--- src/rtl/scarv_cop_mem_unit.sv ---
// COP load/store unit. It sits directly after the COP execute stage and issues
// one byte/halfword/word access at a time on the COP memory interface.
//
// Ports:
//   g_clk, g_reset          clock, asynchronous active-high reset
//   req_*                   request from execute (valid/ready handshake)
//   abort                   cancel the outstanding instruction
//   rsp_valid/rdata/err     single-cycle response (err: 00 ok, 01 misaligned,
//                           10 bus error, 11 illegal size)
//   cop_mem_*               word-aligned bus access with byte enables
module scarv_cop_mem_unit #(
  parameter int unsigned ADDR_W = 32
) (
  input  logic              g_clk,
  input  logic              g_reset,

  input  logic              req_valid,
  output logic              req_ready,
  input  logic              req_wen,
  input  logic [1:0]        req_size,
  input  logic              req_sext,
  input  logic [ADDR_W-1:0] req_addr,
  input  logic [31:0]       req_wdata,

  input  logic              abort,

  output logic              rsp_valid,
  output logic [31:0]       rsp_rdata,
  output logic [1:0]        rsp_err,

  output logic              cop_mem_cen,
  output logic              cop_mem_wen,
  output logic [ADDR_W-1:0] cop_mem_addr,
  output logic [31:0]       cop_mem_wdata,
  output logic [3:0]        cop_mem_ben,
  input  logic [31:0]       cop_mem_rdata,
  input  logic              cop_mem_stall,
  input  logic              cop_mem_error
);

  typedef enum logic [1:0] {StIdle, StBus, StResp} state_e;

  localparam logic [1:0] ErrOk       = 2'b00;
  localparam logic [1:0] ErrMisalign = 2'b01;
  localparam logic [1:0] ErrBus      = 2'b10;
  localparam logic [1:0] ErrSize     = 2'b11;

  state_e state_q, state_d;

  logic [ADDR_W-1:0] addr_q;
  logic [1:0]        size_q;
  logic              sext_q;
  logic              wen_q;
  logic [3:0]        ben_q;
  logic [31:0]       wdata_q;
  logic [31:0]       rdata_q;
  logic [1:0]        err_q;
  logic              abort_seen_q;

  logic        accept;
  logic        bus_done;
  logic [1:0]  req_err;
  logic [3:0]  req_ben;
  logic [31:0] req_wdata_rep;
  logic [31:0] rdata_shift;
  logic [31:0] load_ext;

  // An abort coinciding with a request in IDLE blocks the accept.
  assign accept   = req_valid & req_ready & ~abort;
  assign bus_done = (state_q == StBus) & ~cop_mem_stall;

  // Request decode: size/alignment checks, byte enables, lane replication.
  always_comb begin
    req_err = ErrOk;
    if (req_size == 2'b11) begin
      req_err = ErrSize;
    end else if ((req_size == 2'b01 && req_addr[0]) ||
                 (req_size == 2'b10 && req_addr[1:0] != 2'b00)) begin
      req_err = ErrMisalign;
    end
  end

  always_comb begin
    req_ben       = 4'b1111;
    req_wdata_rep = req_wdata;
    unique case (req_size)
      2'b00: begin
        req_ben       = 4'b0001 << req_addr[1:0];
        req_wdata_rep = {4{req_wdata[7:0]}};
      end
      2'b01: begin
        req_ben       = req_addr[1] ? 4'b1100 : 4'b0011;
        req_wdata_rep = {2{req_wdata[15:0]}};
      end
      default: begin
        req_ben       = 4'b1111;
        req_wdata_rep = req_wdata;
      end
    endcase
  end

  // Load extraction: move the addressed lane down to bit 0, then extend.
  assign rdata_shift = cop_mem_rdata >> {addr_q[1:0], 3'b000};

  always_comb begin
    load_ext = rdata_shift;
    unique case (size_q)
      2'b00:   load_ext = {{24{sext_q & rdata_shift[7]}}, rdata_shift[7:0]};
      2'b01:   load_ext = {{16{sext_q & rdata_shift[15]}}, rdata_shift[15:0]};
      default: load_ext = rdata_shift;
    endcase
  end

  // State register.
  always_ff @(posedge g_clk or posedge g_reset) begin
    if (g_reset) begin
      state_q <= StIdle;
    end else begin
      state_q <= state_d;
    end
  end

  // Next-state logic.
  always_comb begin
    state_d = state_q;
    unique case (state_q)
      StIdle: begin
        if (accept) begin
          state_d = (req_err != ErrOk) ? StResp : StBus;
        end
      end
      StBus: begin
        // The bus access is never withdrawn; an abort only drops the response.
        if (!cop_mem_stall) begin
          state_d = (abort | abort_seen_q) ? StIdle : StResp;
        end
      end
      StResp:  state_d = StIdle;
      default: state_d = StIdle;
    endcase
  end

  // Request register and response capture.
  always_ff @(posedge g_clk or posedge g_reset) begin
    if (g_reset) begin
      addr_q       <= '0;
      size_q       <= 2'b00;
      sext_q       <= 1'b0;
      wen_q        <= 1'b0;
      ben_q        <= 4'b0000;
      wdata_q      <= 32'h0;
      rdata_q      <= 32'h0;
      err_q        <= ErrOk;
      abort_seen_q <= 1'b0;
    end else begin
      if (accept) begin
        addr_q  <= req_addr;
        size_q  <= req_size;
        sext_q  <= req_sext;
        wen_q   <= req_wen;
        ben_q   <= req_ben;
        wdata_q <= req_wdata_rep;
        err_q   <= req_err;
        rdata_q <= 32'h0;
      end else if (bus_done) begin
        err_q   <= cop_mem_error ? ErrBus : ErrOk;
        rdata_q <= (cop_mem_error | wen_q) ? 32'h0 : load_ext;
      end
      // Remember an abort seen during a stalled transfer until it completes.
      abort_seen_q <= (state_q == StBus) & cop_mem_stall & (abort_seen_q | abort);
    end
  end

  // Outputs decoded from state so reset drops cop_mem_cen immediately.
  always_comb begin
    req_ready     = (state_q == StIdle);
    cop_mem_cen   = (state_q == StBus);
    cop_mem_wen   = 1'b0;
    cop_mem_addr  = '0;
    cop_mem_wdata = 32'h0;
    cop_mem_ben   = 4'b0000;
    rsp_valid     = 1'b0;
    rsp_err       = ErrOk;
    rsp_rdata     = 32'h0;
    if (state_q == StBus) begin
      cop_mem_wen   = wen_q;
      cop_mem_addr  = {addr_q[ADDR_W-1:2], 2'b00};
      cop_mem_wdata = wdata_q;
      cop_mem_ben   = ben_q;
    end
    if (state_q == StResp) begin
      rsp_valid = ~abort;
      rsp_err   = err_q;
      rsp_rdata = rdata_q;
    end
  end

endmodule

--- config.mk ---
export PLATFORM = sky130hd
export DESIGN_NAME = scarv_cop_mem_unit
export DESIGN_NICKNAME = d
export VERILOG_FILES = /design/src/rtl/scarv_cop_mem_unit.sv
export SDC_FILE = /design/constraint.sdc
export NUM_CORES = 1
export LEC_CHECK = 0
export ABC_AREA = 1
export CORE_MARGIN = 2
export CORE_UTILIZATION = 45
export DETAILED_ROUTE_END_ITERATION = 16
export MAX_ROUTING_LAYER = met4
export PLACE_DENSITY_LB_ADDON = 0.25
export SYNTH_ARGS = -nofsm -noshare
export SYNTH_HDL_FRONTEND = slang
export SYNTH_SLANG_ARGS = --single-unit
--- constraint.sdc ---
create_clock -name g_clk -period 9.3 [get_ports g_clk]
set_clock_uncertainty 0.15 [all_clocks]
set_input_delay 0.93 -clock g_clk [delete_from_list [all_inputs] [get_ports g_clk]]
set_output_delay 0.93 -clock g_clk [all_outputs]
set_load 0.02 [all_outputs]
=== After elaboration in Yosys (flattened, before gate mapping) ===
Cells that the tools add are included.

* Register bits: 109
* Input bits: 106
* Output and inout bits: 106
* Word-level logic and storage cells: 65

* Eq/ne operators: 8
* Shifts and indexed selects: 2
* Muxes and demuxes: 24
* Bitwise gates (word level): 11
* Reduce and logical (&&, ||, !) cells: 10

{| class="wikitable"
|+ Operators by type and width
! cell !! count
|-
| $mux W32 || 6
|-
| $pmux W32 S2 || 2
|-
| $shr A32 B5 Y32 || 1
|-
| $mux W2 || 9
|-
| $mux W4 || 2
|-
| $pmux W4 S2 || 1
|-
| $and A1 B1 Y1 || 7
|-
| $eq A2 B1 Y1 const B || 3
|-
| $eq A2 B2 Y1 const B || 3
|-
| $logic_not A2 Y1 || 3
|-
| $reduce_bool A2 Y1 || 3
|-
| $pmux W2 S2 || 1
|-
| $shl A1 B2 Y4 const A || 1
|-
| $mux W1 || 3
|-
| $logic_and A1 B1 Y1 || 2
|-
| $ne A2 B1 Y1 const B || 1
|-
| $ne A2 B2 Y1 const B || 1
|-
| $not A1 Y1 || 2
|-
| $or A1 B1 Y1 || 2
|-
| $reduce_and A2 Y1 || 1
|-
| $logic_or A1 B1 Y1 || 1
|}

=== Depth between registers and ports, before layout ===
* Depth in word-level cells: 9
* Gate-level depth with buffers: 10
* Depth with buffers taken out: 7

=== Least setup slack after synthesis ===
Ideal clock, no wire load.

* Path kind: register to output
* Start: reg state_q[1]
* End: out cop_mem_addr[10]
* Arrival time: 1.373 ns
* Slack: 6.847 ns
* Stages on the path, launching flop included: 6
* Path buffers: 2
* Path through: dfrtp_1 nor2_4 inv_2 buf_2 buf_6 nor2_1

* Cells in the longest elaborated chain, start to end: 2

{| class="wikitable"
|+ RTL lines
! item !! line !! text
|-
| start: declaration || 48 || <nowiki>state_e state_q, state_d;</nowiki>
|-
| start signal: assignment || 117 || <nowiki>state_q <= StIdle;</nowiki>
|-
| start signal: assignment || 119 || <nowiki>state_q <= state_d;</nowiki>
|-
| $eq A2 B1 Y1 || -- ||
|-
| net cop_mem_cen || 31 || <nowiki>output logic cop_mem_cen,</nowiki>
|-
| $mux W32 || 185 || <nowiki>if (state_q == StBus) begin</nowiki>
|-
| end: declaration || 33 || <nowiki>output logic [ADDR_W-1:0] cop_mem_addr,</nowiki>
|}

The timed path passes the listed nets, and every way through them passes these cells.

=== Worst setup path after layout ===
* Start: reg state_q[0]
* End: out cop_mem_addr[2]

* Cells in the longest elaborated chain, start to end: 2

{| class="wikitable"
|+ RTL lines
! item !! line
|-
| $eq A2 B1 Y1 || 185
|-
| $mux W32 || 185
|}

Every way passes these cells.

==> results.py <==
metrics = {
    "clock_network": {
        "cts_sinks": 109,
        "clk_pin_slew_ns": 0.08,
        "cts_tree": "yes",
        "htree_levels": 3,
        "postCtsSetupBuffers": 0,
        "clock_latency_ns": 0.36,
        "cts_hold_buf": 0,
        "cts_root_buffer": "clkbuf_16",
        "post_cts_resized": 0,
        "cts_buffer_depth": 2,
        "cts_made_buffers": 9,
    },
    "placement": {
        "routabilityCongestion": 0.9043,
        "hpwl_um": 11430,
        "numPortBuffers": 209,
        "dp.cells": 1181,
        "postPlaceCellArea_um2": 8045,
    },
    "global_routing": {
        "grt_pass1_wl_um": 26330,
        "grt_pass1_vias": 5423,
        "grt_antenna_before_repair": 0,
        "grt_max_degree": 107,
        "grt_overflow": 0,
        "grt_use_total": 0.2369,
    },
    "critical_path": {
        "cpMostUsedCell": "inv_2",
        "startpoint": "state_q[0]",
        "rr_endpoint": "rdata_q[31]",
        "critPathCaptureType": "output pin",
        "crit_type": "reg2out",
        "cp-endpoint": "cop_mem_addr[2]",
        "worstSetupStartpointType": "flop",
        "crit_slowest_cell": "inv_2",
        "reg2regPathDepth": 7,
        "rrSetupSlack_ns": 6.94,
        "crit_path_max_fanout": 67,
        "max_stage_delay_ns": 0.79,
        "required_ns": 8.22,
        "worstPathCellList": "inv_2, nor2_4, inv_2, nor2_1, clkdlybuf4s50_1",
        "worstPathArrival_ns": 2.49,
        "r2r-start": "addr_q[0]",
    },
    "finish": {
        "multi_input_area_um2": 2475,
        "area_growth_pct": 38.86,
        "layout-drive-gt1-share": 0.05289,
        "antenna_cells": 0,
        "nets": 1122,
        "seqCellArea_um2": 2728,
        "fin_area_um2": 8392,
        "utilization": 0.6362,
        "final_cells": 1197,
        "fillers": 1211,
    },
    "outcome": {
        "outcome": "completed",
    },
    "timing": {
        "finalCriticalPeriod_ns": 3.571,
        "slew_headroom": 0.2564,
        "hold_viol": 0,
        "tightest_slew_ns": 1.115,
        "holdWs_ns": 0.3318,
        "fmax_mhz": 280.0,
        "finalSetupViolations": 0,
        "rsz0062_at_grt": "no",
        "drv_slew": 0,
        "period_share": 0.3840,
        "fin_setup_tns_ns": 0,
    },
    "logic_synthesis": {
        "synthTopCellsByArea": "dfrtp_1 45%, nand2_1 14%, nor2_1 7.7%, inv_1 7.6%, o21ai_0 6.8%",
        "synth_flop_cell": "dfrtp_1",
        "synthTopCellsByCount": "232 x nand2_1, 124 x nor2_1, 123 x inv_1",
        "yosys_warnings": 0,
        "synth_top_area_frac": 0.4513,
        "postSynthCellCount": 841,
        "syn_avg_cell_area_um2": 7.186,
        "yosysTopAreaCell": "dfrtp_1",
        "ys_ff_latch": 109,
        "yosysUniqueCellTypes": 30,
        "async_reset_ff_frac": 1.000,
        "synth-edff-count": 0,
        "synth-seq-area-share": 0.4513,
        "yosysMostFrequentCell": "nand2_1",
        "syn_area_um2": 6043,
    },
    "detailed_routing": {
        "dr.pass1.iters": 5,
        "maxUsedRoutingLayer": "met4",
        "drtAntennaViolNets": 0,
        "drt_iter0_markers": 493,
        "drc_errors": 0,
        "routed_wl_um": 16360,
        "route.vias.total": 5804,
        "met2_length_um": 7411,
        "met1_length_um": 7522,
        "dr_wl_met3_um": 1096,
        "wl_per_cell_um": 13.67,
        "via_per_inst": 4.849,
    },
    "die": {
        "die_area_um2": 14370,
        "initial_core_util": 0.4582,
        "core_region_area_um2": 13190,
        "pin_count": 212,
        "die_w_um": 119.9,
        "row_count": 42,
        "die_h_um": 119.9,
    },
    "min_path": {
        "min_path_type": "reg2reg",
    },
    "power": {
        "power.density_nw_per_um2": 212.1,
        "p_leak_uw": 0.003869,
        "ir_worst_vdd_mv": 0.1092,
    },
    "job": {
        "max_cap_viol_count": 0,
    },
}
[placed cells by master, fill, tap and decap left out, types with 4 or more instances in the layout]
cell type and n:
nand2_1 232, clkdlybuf4s50_1 209, nor2_1 124, inv_1 122, dfrtp_1 109, o21ai_0 82, nand3_1 39, a21oi_1 16
a21oi_2 10, clkbuf_16 9, o22ai_1 8, nor3_1 8, o21ai_1 6, inv_2 5, a31oi_1 4
[stage by stage]
stage | setup WS [ns] | total power [µW]
6_report | 5.729 | 1780
5_1_grt | 5.541 | 1901
4_1_cts | 5.714 | 1790
3_5_place_dp | 5.945 | 1340
3_3_place_gp | 6.015 | 1330
2_1_floorplan | 5.346 | 1146
[worst max-delay path: cells and delay by family (launching register included)]
family	cells	cell delay, ns
DFF	1	0.42
and+or+nand+nor	2	0.20
buffers and inverters	3	1.47
[registers in the layout, summed over array words and instances (netlist names)]
register	count
abort_seen_q	1
wdata_q	32
size_q	2
state_q	2
addr_q	32
rdata_q	32
sext_q	1
ben_q	4
err_q	2
wen_q	1
[kinds of logic after synthesis]
family / after synthesis / synth area share
AO/OA/AOI/OAI: 131 / 0.1193
other: 1 / 0.0006205
buffers and inverters: 181 / 0.1397
AND/OR/NAND/NOR: 419 / 0.2890
flip-flops: 109 / 0.4513
[final cells by class]
cell class	count	area share
Sequential cell	109	0.3250
Clock buffer	9	0.02684
Multi-Input combinational cell	552	0.2949
Tap cell	176	0.02624
Timing Repair Buffer	212	0.2520
Inverter	132	0.06053
Clock inverter	7	0.01446
[layer usage]
metal | vias to the layer above | track usage
li1 | 2918 | -
met5 | - | -
met4 | 0 | 0.08676
met3 | 21 | 0.03992
met1 | 2651 | 0.3203
met2 | 214 | 0.3614
[power breakdown]
group / leakage, µW / internal [µW] / switching, µW / total (µW)
registers: 0.00138 / 608 / 83.3 / 691
clock network: 0.000158 / 264 / 184 / 449
logic: 0.00233 / 244 / 395 / 640
[how the worst min path moves through the flow]
stage                           start  slack [ns]  cells past startpoint          end
final                     rdata_q[24]        0.33                      2  rdata_q[24]
after global routing      rdata_q[18]        0.35                      2  rdata_q[18]
after CTS                 rdata_q[17]        0.34                      2  rdata_q[17]
after detailed placement  rdata_q[24]        0.32                      2  rdata_q[24]
after global placement    rdata_q[16]        0.31                      2  rdata_q[16]
after floorplan           rdata_q[19]        0.30                      2  rdata_q[19]
Power figures use the tool's default switching activity.
